===== src/rtl/ex_operand_stage.sv =====
// ex_operand_stage: ID/EX pipeline register with ALU operand select and RAW hazard handling; `define FORWARDING_EN enables EX/MEM and MEM/WB bypass
`ifndef FUNC_LWD
`define FUNC_LWD 6'h20
`endif
`ifndef FUNC_BPC
`define FUNC_BPC 6'h30
`endif
module ex_operand_stage #(
  parameter int W   = 16,
  parameter int OPW = 6,
  parameter int RW  = 2
) (
  input  logic           clk,
  input  logic           reset_n,
  input  logic           id_valid,
  input  logic [OPW-1:0] id_op,
  input  logic [RW-1:0]  id_rs,
  input  logic [RW-1:0]  id_rt,
  input  logic           id_use_rs,
  input  logic           id_use_rt,
  input  logic [W-1:0]   id_rs_val,
  input  logic [W-1:0]   id_rt_val,
  input  logic [7:0]     id_imm,
  input  logic           id_use_imm,
  input  logic [W-1:0]   id_pc,
  input  logic           id_use_pc,
  input  logic           id_wb,
  input  logic [RW-1:0]  id_rd,
  input  logic           stall,
  input  logic           flush,
  input  logic           exmem_wb,
  input  logic [RW-1:0]  exmem_rd,
  input  logic [W-1:0]   exmem_val,
  input  logic           memwb_wb,
  input  logic [RW-1:0]  memwb_rd,
  input  logic [W-1:0]   memwb_val,
  output logic           id_ready,
  output logic           ex_valid,
  output logic [W-1:0]   alu_a,
  output logic [W-1:0]   alu_b,
  output logic [OPW-1:0] alu_op,
  output logic           ex_wb,
  output logic [RW-1:0]  ex_rd
);
  logic           v, urs, urt, uimm, upc, wb, hz;
  logic [OPW-1:0] op;
  logic [RW-1:0]  rs, rt, rd;
  logic [W-1:0]   rsv, rtv, pc, fa, fb;
  logic [7:0]     imm;
`ifdef FORWARDING_EN
  function automatic logic [W-1:0] fwd(input logic [RW-1:0] r, input logic [W-1:0] val);
    return (exmem_wb && exmem_rd == r) ? exmem_val : (memwb_wb && memwb_rd == r) ? memwb_val : val;
  endfunction
  function automatic logic pend(input logic [RW-1:0] r);
    return v && wb && op == OPW'(`FUNC_LWD) && rd == r;
  endfunction
  assign fa = fwd(rs, rsv);
  assign fb = fwd(rt, rtv);
`else
  function automatic logic pend(input logic [RW-1:0] r);
    return (v && wb && rd == r) || (exmem_wb && exmem_rd == r) || (memwb_wb && memwb_rd == r);
  endfunction
  logic unused_exmem_val;
  assign unused_exmem_val = ^exmem_val;
  assign fa = rsv;
  assign fb = rtv;
`endif
  assign hz       = id_valid && ((id_use_rs && pend(id_rs)) || (id_use_rt && pend(id_rt)));
  assign id_ready = !stall && !hz;
  assign ex_valid = v;
  assign ex_wb    = v && wb;
  assign ex_rd    = rd;
  assign alu_op   = op;
  assign alu_a    = upc ? pc : fa;
  assign alu_b    = uimm ? {{(W-8){1'b0}}, imm} : fb;
  // flush empties, stall holds while capturing retiring writes, hazard inserts a bubble, otherwise capture decode
  always_ff @(posedge clk or negedge reset_n)
    if (!reset_n) begin
      v    <= 1'b0;
      op   <= '0;
      rs   <= '0;
      rt   <= '0;
      urs  <= 1'b0;
      urt  <= 1'b0;
      rsv  <= '0;
      rtv  <= '0;
      imm  <= '0;
      uimm <= 1'b0;
      pc   <= '0;
      upc  <= 1'b0;
      wb   <= 1'b0;
      rd   <= '0;
    end else if (flush) v <= 1'b0;
    else if (stall) begin
      if (memwb_wb && memwb_rd == rs) rsv <= memwb_val;
      if (memwb_wb && memwb_rd == rt) rtv <= memwb_val;
    end else begin
      v    <= id_valid && !hz;
      op   <= id_op;
      rs   <= id_rs;
      rt   <= id_rt;
      urs  <= id_use_rs;
      urt  <= id_use_rt;
      rsv  <= id_rs_val;
      rtv  <= id_rt_val;
      imm  <= id_imm;
      uimm <= id_use_imm;
      pc   <= id_pc;
      upc  <= id_use_pc;
      wb   <= id_wb;
      rd   <= id_rd;
    end
endmodule


===== config.mk =====
export PLATFORM = sky130hd
export DESIGN_NAME = ex_operand_stage
export DESIGN_NICKNAME = d
export VERILOG_FILES = /design/src/rtl/ex_operand_stage.sv
export SDC_FILE = /design/constraint.sdc
export NUM_CORES = 1
export LEC_CHECK = 0
export CELL_PAD_IN_SITES_DETAIL_PLACEMENT = 1
export CELL_PAD_IN_SITES_GLOBAL_PLACEMENT = 2
export CORE_MARGIN = 4
export CORE_UTILIZATION = 25
export CTS_CLUSTER_SIZE = 12
export DETAILED_ROUTE_END_ITERATION = 12
export GPL_TIMING_DRIVEN = 0
export PLACE_DENSITY = 0.8
export SLEW_MARGIN = 10
export SYNTH_ARGS = -nofsm -noshare
export SYNTH_HDL_FRONTEND = slang
export SYNTH_SLANG_ARGS = --single-unit

===== constraint.sdc =====
create_clock -name clk -period 2.1 [get_ports clk]
set_input_delay 0.42 -clock clk [delete_from_list [all_inputs] [get_ports clk]]
set_output_delay 0.42 -clock clk [all_outputs]
set_load 0.05 [all_outputs]

## Word-level counts from Yosys, hierarchy flattened

Index checks and enable logic that the tools add are counted.

- Reduce and logical (&&, ||, !) cells: 24
- Multiplexer cells: 8
- Bitwise gates (word level): 2
- Equality and inequality tests: 11

Operator list:

| cell | count |
|---|---|
| 16-bit 2-to-1 mux | 6 |
| 2-bit == test | 8 |
| 1-bit logical AND | 14 |
| 2-bit by 1-bit != test with 1-bit output (second input constant) | 3 |
| 2-bit AND reduction | 3 |
| 1-bit logical OR | 5 |
| 1-bit logical NOT | 2 |
| 1-bit 2-to-1 mux | 2 |
| 1-bit NOT | 2 |

- Logic and storage cells: 57
- Register bits after elaboration: 72
- Output and inout port bits: 43

## Logic depth before layout (Yosys ltp)

- Word-level depth: 11
- Gate-level depth with buffers: 6
- Gate-level depth less buffers: 5

## Worst setup path after synthesis

OpenSTA, ideal clock, no wires.

- Kind: register to output
- Start: reg v (netlist: ex_valid)
- End: out id_ready
- Path buffers: 0
- Cell stages (with the launch flop): 6
- Required time: 1680 ps
- Slack: -396 ps
- Arrival time: 2076 ps
- Cell sequence: dfrtp_1 and2_1 nand3_1 o22ai_1 or3_4 a21oi_2

- Word-level cells in the longest chain between the ends: 9
- Elaborated cells between the ends (all ways): 13
- Those cells by class: reduce/logical: 13

Ends and longest elaborated chain:

| item | line | RTL |
|---|---|---|
| start, declared | 45 | `logic v, urs, urt, uimm, upc, wb, hz;` |
| start signal, assigned | 98 | `v <= id_valid && !hz;` |
| 1-bit logical AND (*) | - |  |
| net ex_wb | 42 | `output logic ex_wb,` |
| 1-bit logical AND | 61 | `return (v && wb && rd == r) \|\| (exmem_wb && exmem_rd == r) \|\| (memwb_wb && memwb_rd == r);` |
| 1-bit logical OR (2 in a row) | 61 |  |
| 1-bit logical AND | 68 | `assign hz = id_valid && ((id_use_rs && pend(id_rs)) \|\| (id_use_rt && pend(id_rt)));` |
| 1-bit logical OR (*) | 68 |  |
| 1-bit logical AND (*) | 68 |  |
| 1-bit logical NOT (*) | 69 | `assign id_ready = !stall && !hz;` |
| 1-bit logical AND (*) | 69 |  |
| end, declared | 37 | `output logic id_ready,` |

Mark *: on every way through the listed nets, which the timed path passes. The rest lies on a longest branch.

## Worst setup path in the final report

- Start: in memwb_rd[1]
- End: out id_ready

- Word-level cells in the longest chain between the ends: 8
- Elaborated cells between the ends (all ways): 12
- Those cells by class: eq/ne: 2; reduce/logical: 10

Ends and longest elaborated chain:

| item | line | RTL |
|---|---|---|
| start, declared | 35 | `input logic [RW-1:0] memwb_rd,` |
| 2-bit == test | 61 |  |
| 1-bit logical AND | 61 |  |
| 1-bit logical OR | 61 |  |
| 1-bit logical AND | 68 |  |
| 1-bit logical OR (*) | 68 |  |
| 1-bit logical AND (*) | 68 |  |
| 1-bit logical NOT (*) | 69 |  |
| 1-bit logical AND (*) | 69 |  |

Mark *: on every way between the ends. The rest lies on a longest branch, timed or not.

==> impl_metrics.tcl <==
set metrics [dict create \
    wl_per_cell_um 18.1 \
    synth_most_common_cell "dfrtp_1" \
    fp.dieW_um 127 \
    crit_path_max_fanout 5 \
    drive_gt1_frac 0.313 \
    grt_max_degree 55 \
    worstHoldPathCells 2 \
    yosysWarnings 0 \
    cts_buffers 9 \
    cp-start-kind "input port" \
    async_reset_ff_frac 1.00 \
    synthTopCellsByCount "72 x dfrtp_1, 63 x mux2_2, 34 x nand2_1" \
    io_pins 159 \
    regArea_sq_mm 0.00181 \
    rrSetupSlack_ps 700 \
    vias_per_cell 4.42 \
    synth_enable_flop_cells 0 \
    finalHoldViolCount 0 \
    syn-cell-area_sq_mm 0.00354 \
    status "complete, but fails checks" \
    hp-class "reg -> reg" \
    rows 43 \
    io_buffer_count 141 \
    synthCells 294 \
    cts.sinks 72 \
    instances_no_fill 634 \
    whs_endpoint "fb[9]$_DFFE_PN0P_" \
    cts_buffer_depth 2 \
    seq_area_frac_synth 0.509 \
    final_nets 565 \
    p_per_area_mw_per_mm2 930 \
    drtIter0Drc 54 \
    final_util 0.400 \
    worst_slack_ps -137 \
    critPathRequiredTime_ps 1680 \
    antenna_cells 0 \
    ys_ff_latch 72 \
    finClkSkew_ps 6.97 \
    vias 2802 \
    worstSkewPairLatency_ps 340 \
    ys_types 24 \
    routed_wl_um 11500 \
    critPathKind "in -> out" \
    ir_drop_uv 445 \
    crit_arrival_ps 1820 \
    track_usage 0.147 \
    synthFlopType "dfrtp_1" \
    grt_pass1_wl_um 18200 \
    clock.fmax_mhz 447 \
    ctsRootBufferMaster "clkbuf_16" \
    antenna_found_initial 0 \
    fin_setup_tns_ps -137 \
    finalSetupViolCount 1 \
    post-route-period-util 1.07 \
    avgSynthCellArea_sq_um 12.0 \
    ant_nets 0 \
    n_fill_cell 1529 \
    multiInputGateArea_sq_mm 0.00166 \
    area_growth_pct 56.9 \
    ys_top_cells_by_area "dfrtp_1 51%, mux2_2 20%, mux2i_1 9.1%, o21ai_0 4.1%, nand2_1 3.6%" \
    syn-num-nets 410 \
    h-tree-depth 3 \
    min_period_ps 2240 \
    start_util 0.255 \
    leakage_uw 0.00237 \
    coreArea_sq_mm 0.0139 \
    r2r_start "rs[1]$_DFFE_PN0P_" \
    grt.overflow.total 0 \
    drc 0 \
    endpoint_kind "output pin" \
    max-cap-violations 0 \
    firstDrtPassIters 4 \
    worst_slew_pin_slew_ps 506 \
    hp-start "fb[9]$_DFFE_PN0P_" \
    synth_area_leader_cell "dfrtp_1" \
    dp_hpwl_um 8940 \
    dp_cells 616 \
    relSlewSlack 0.662 \
    timing.rr.end "fa[10]$_DFFE_PN0P_" \
    power.total_uw 5160 \
    grt_pass1_vias 3303 \
    globalplace.congestion 0.740 \
    failed_checks "setup timing" \
    dieArea_sq_mm 0.0161 \
    slew_viol_final 0 \
    path_clk_slew_ps 60 \
    synth_top_area_share 0.509 \
    die_y_um 127 \
    reg2regPathDepth 5 \
    cts_tree "built" \
    rsz0062_at_grt "true" \
]
==> stage by stage <==
step                      instance area [sq um]  setup slack [ps]  hold WS (ps)
after global routing                       5550              -202           513
after global placement                     5190             -2310           458
final                                      5550              -137           480
after detailed placement                   5210             -1110           332
after CTS                                  5570              -155           487
after floorplan                            3550              22.9           124
==> critical path, cell delays in order <==
cell             delay [ps]
clkdlybuf4s15_2         240
and2_1                  180
o2111ai_1               180
nand2_1                  80
or3_4                   410
a21oi_4                 140
buf_6                   170
==> power breakdown <==
group / leakage, uW / switching [uW] / internal (uW)
clock network: 0.000160 / 579 / 1100
registers: 0.000862 / 134 / 1620
logic: 0.00135 / 1020 / 701
total: 0.00237 / 1740 / 3430
==> worst max-delay path by stage <==
stage | start | to | slack [ps] | depth (start not counted)
6_report | memwb_rd[1] | id_ready | -140 | 7
5_1_grt | exmem_rd[1] | id_ready | -200 | 7
4_1_cts | ex_rd[0]$_DFFE_PN0P_ | id_ready | -150 | 6
3_5_place_dp | memwb_rd[1] | id_ready | -1110 | 7
3_3_place_gp | reset_n | ex_valid$_DFFE_PN0P_ | -2310 | 1
2_1_floorplan | ex_rd[0]$_DFFE_PN0P_ | id_ready | 20 | 5
==> cells by family after synthesis <==
logic type | after synthesis | synth area share
buffers and inverters | 18 | 0.0262
AND/OR/NAND/NOR | 55 | 0.0743
flip-flops | 72 | 0.509
multiplexers | 95 | 0.291
XOR/XNOR | 14 | 0.0347
AO/OA/AOI/OAI | 40 | 0.0647
==> placed cells by master, fill, tap and decap left out, types with 8 or more instances in the layout <==
cell type	Yosys	layout
clkdlybuf4s15_2	0	21
o21ai_0	29	29
buf_2	12	13
dlygate4sd2_1	0	8
nor2b_1	9	9
clkbuf_16	0	9
xnor2_1	11	11
dfrtp_1	72	69
mux2_2	63	63
clkbuf_2	2	10
clkdlybuf4s50_1	0	97
mux2i_1	32	32
nand2_1	34	34
==> flip-flops by register name, summed over array words and instances (netlist names) <==
register,flops
imm,8
fb,16
fa,16
rt,2
pc,16
ex_rd,2
ex_valid,1
wb,1
rs,2
upc,1
uimm,1
alu_op,6
==> layout make-up <==
type / instances / share of cell area
Clock buffer: 13 / 0.0469
Timing Repair Buffer: 145 / 0.257
Buffer: 17 / 0.0194
Multi-Input combinational cell: 204 / 0.299
Clock inverter: 3 / 0.0117
Tap cell: 180 / 0.0406
Sequential cell: 72 / 0.325
==> metal layers <==
layer	GRT usage	share of wire	vias up
li1	-	-	1339
met1	0.178	0.42	1356
met2	0.249	0.49	97
met3	0.0548	0.075	10
met4	0.0341	0.010	0
met5	0	0	-
==> timing repair <==
action,CTS,global route
buffers inserted,2,0
hold endpoints to repair,18,0
pin swaps,1,0
gates resized for setup,110,19
hold buffers,1,0
endpoints found under the setup margin,34,10
Note: power is estimated with default switching activity, not from simulation.
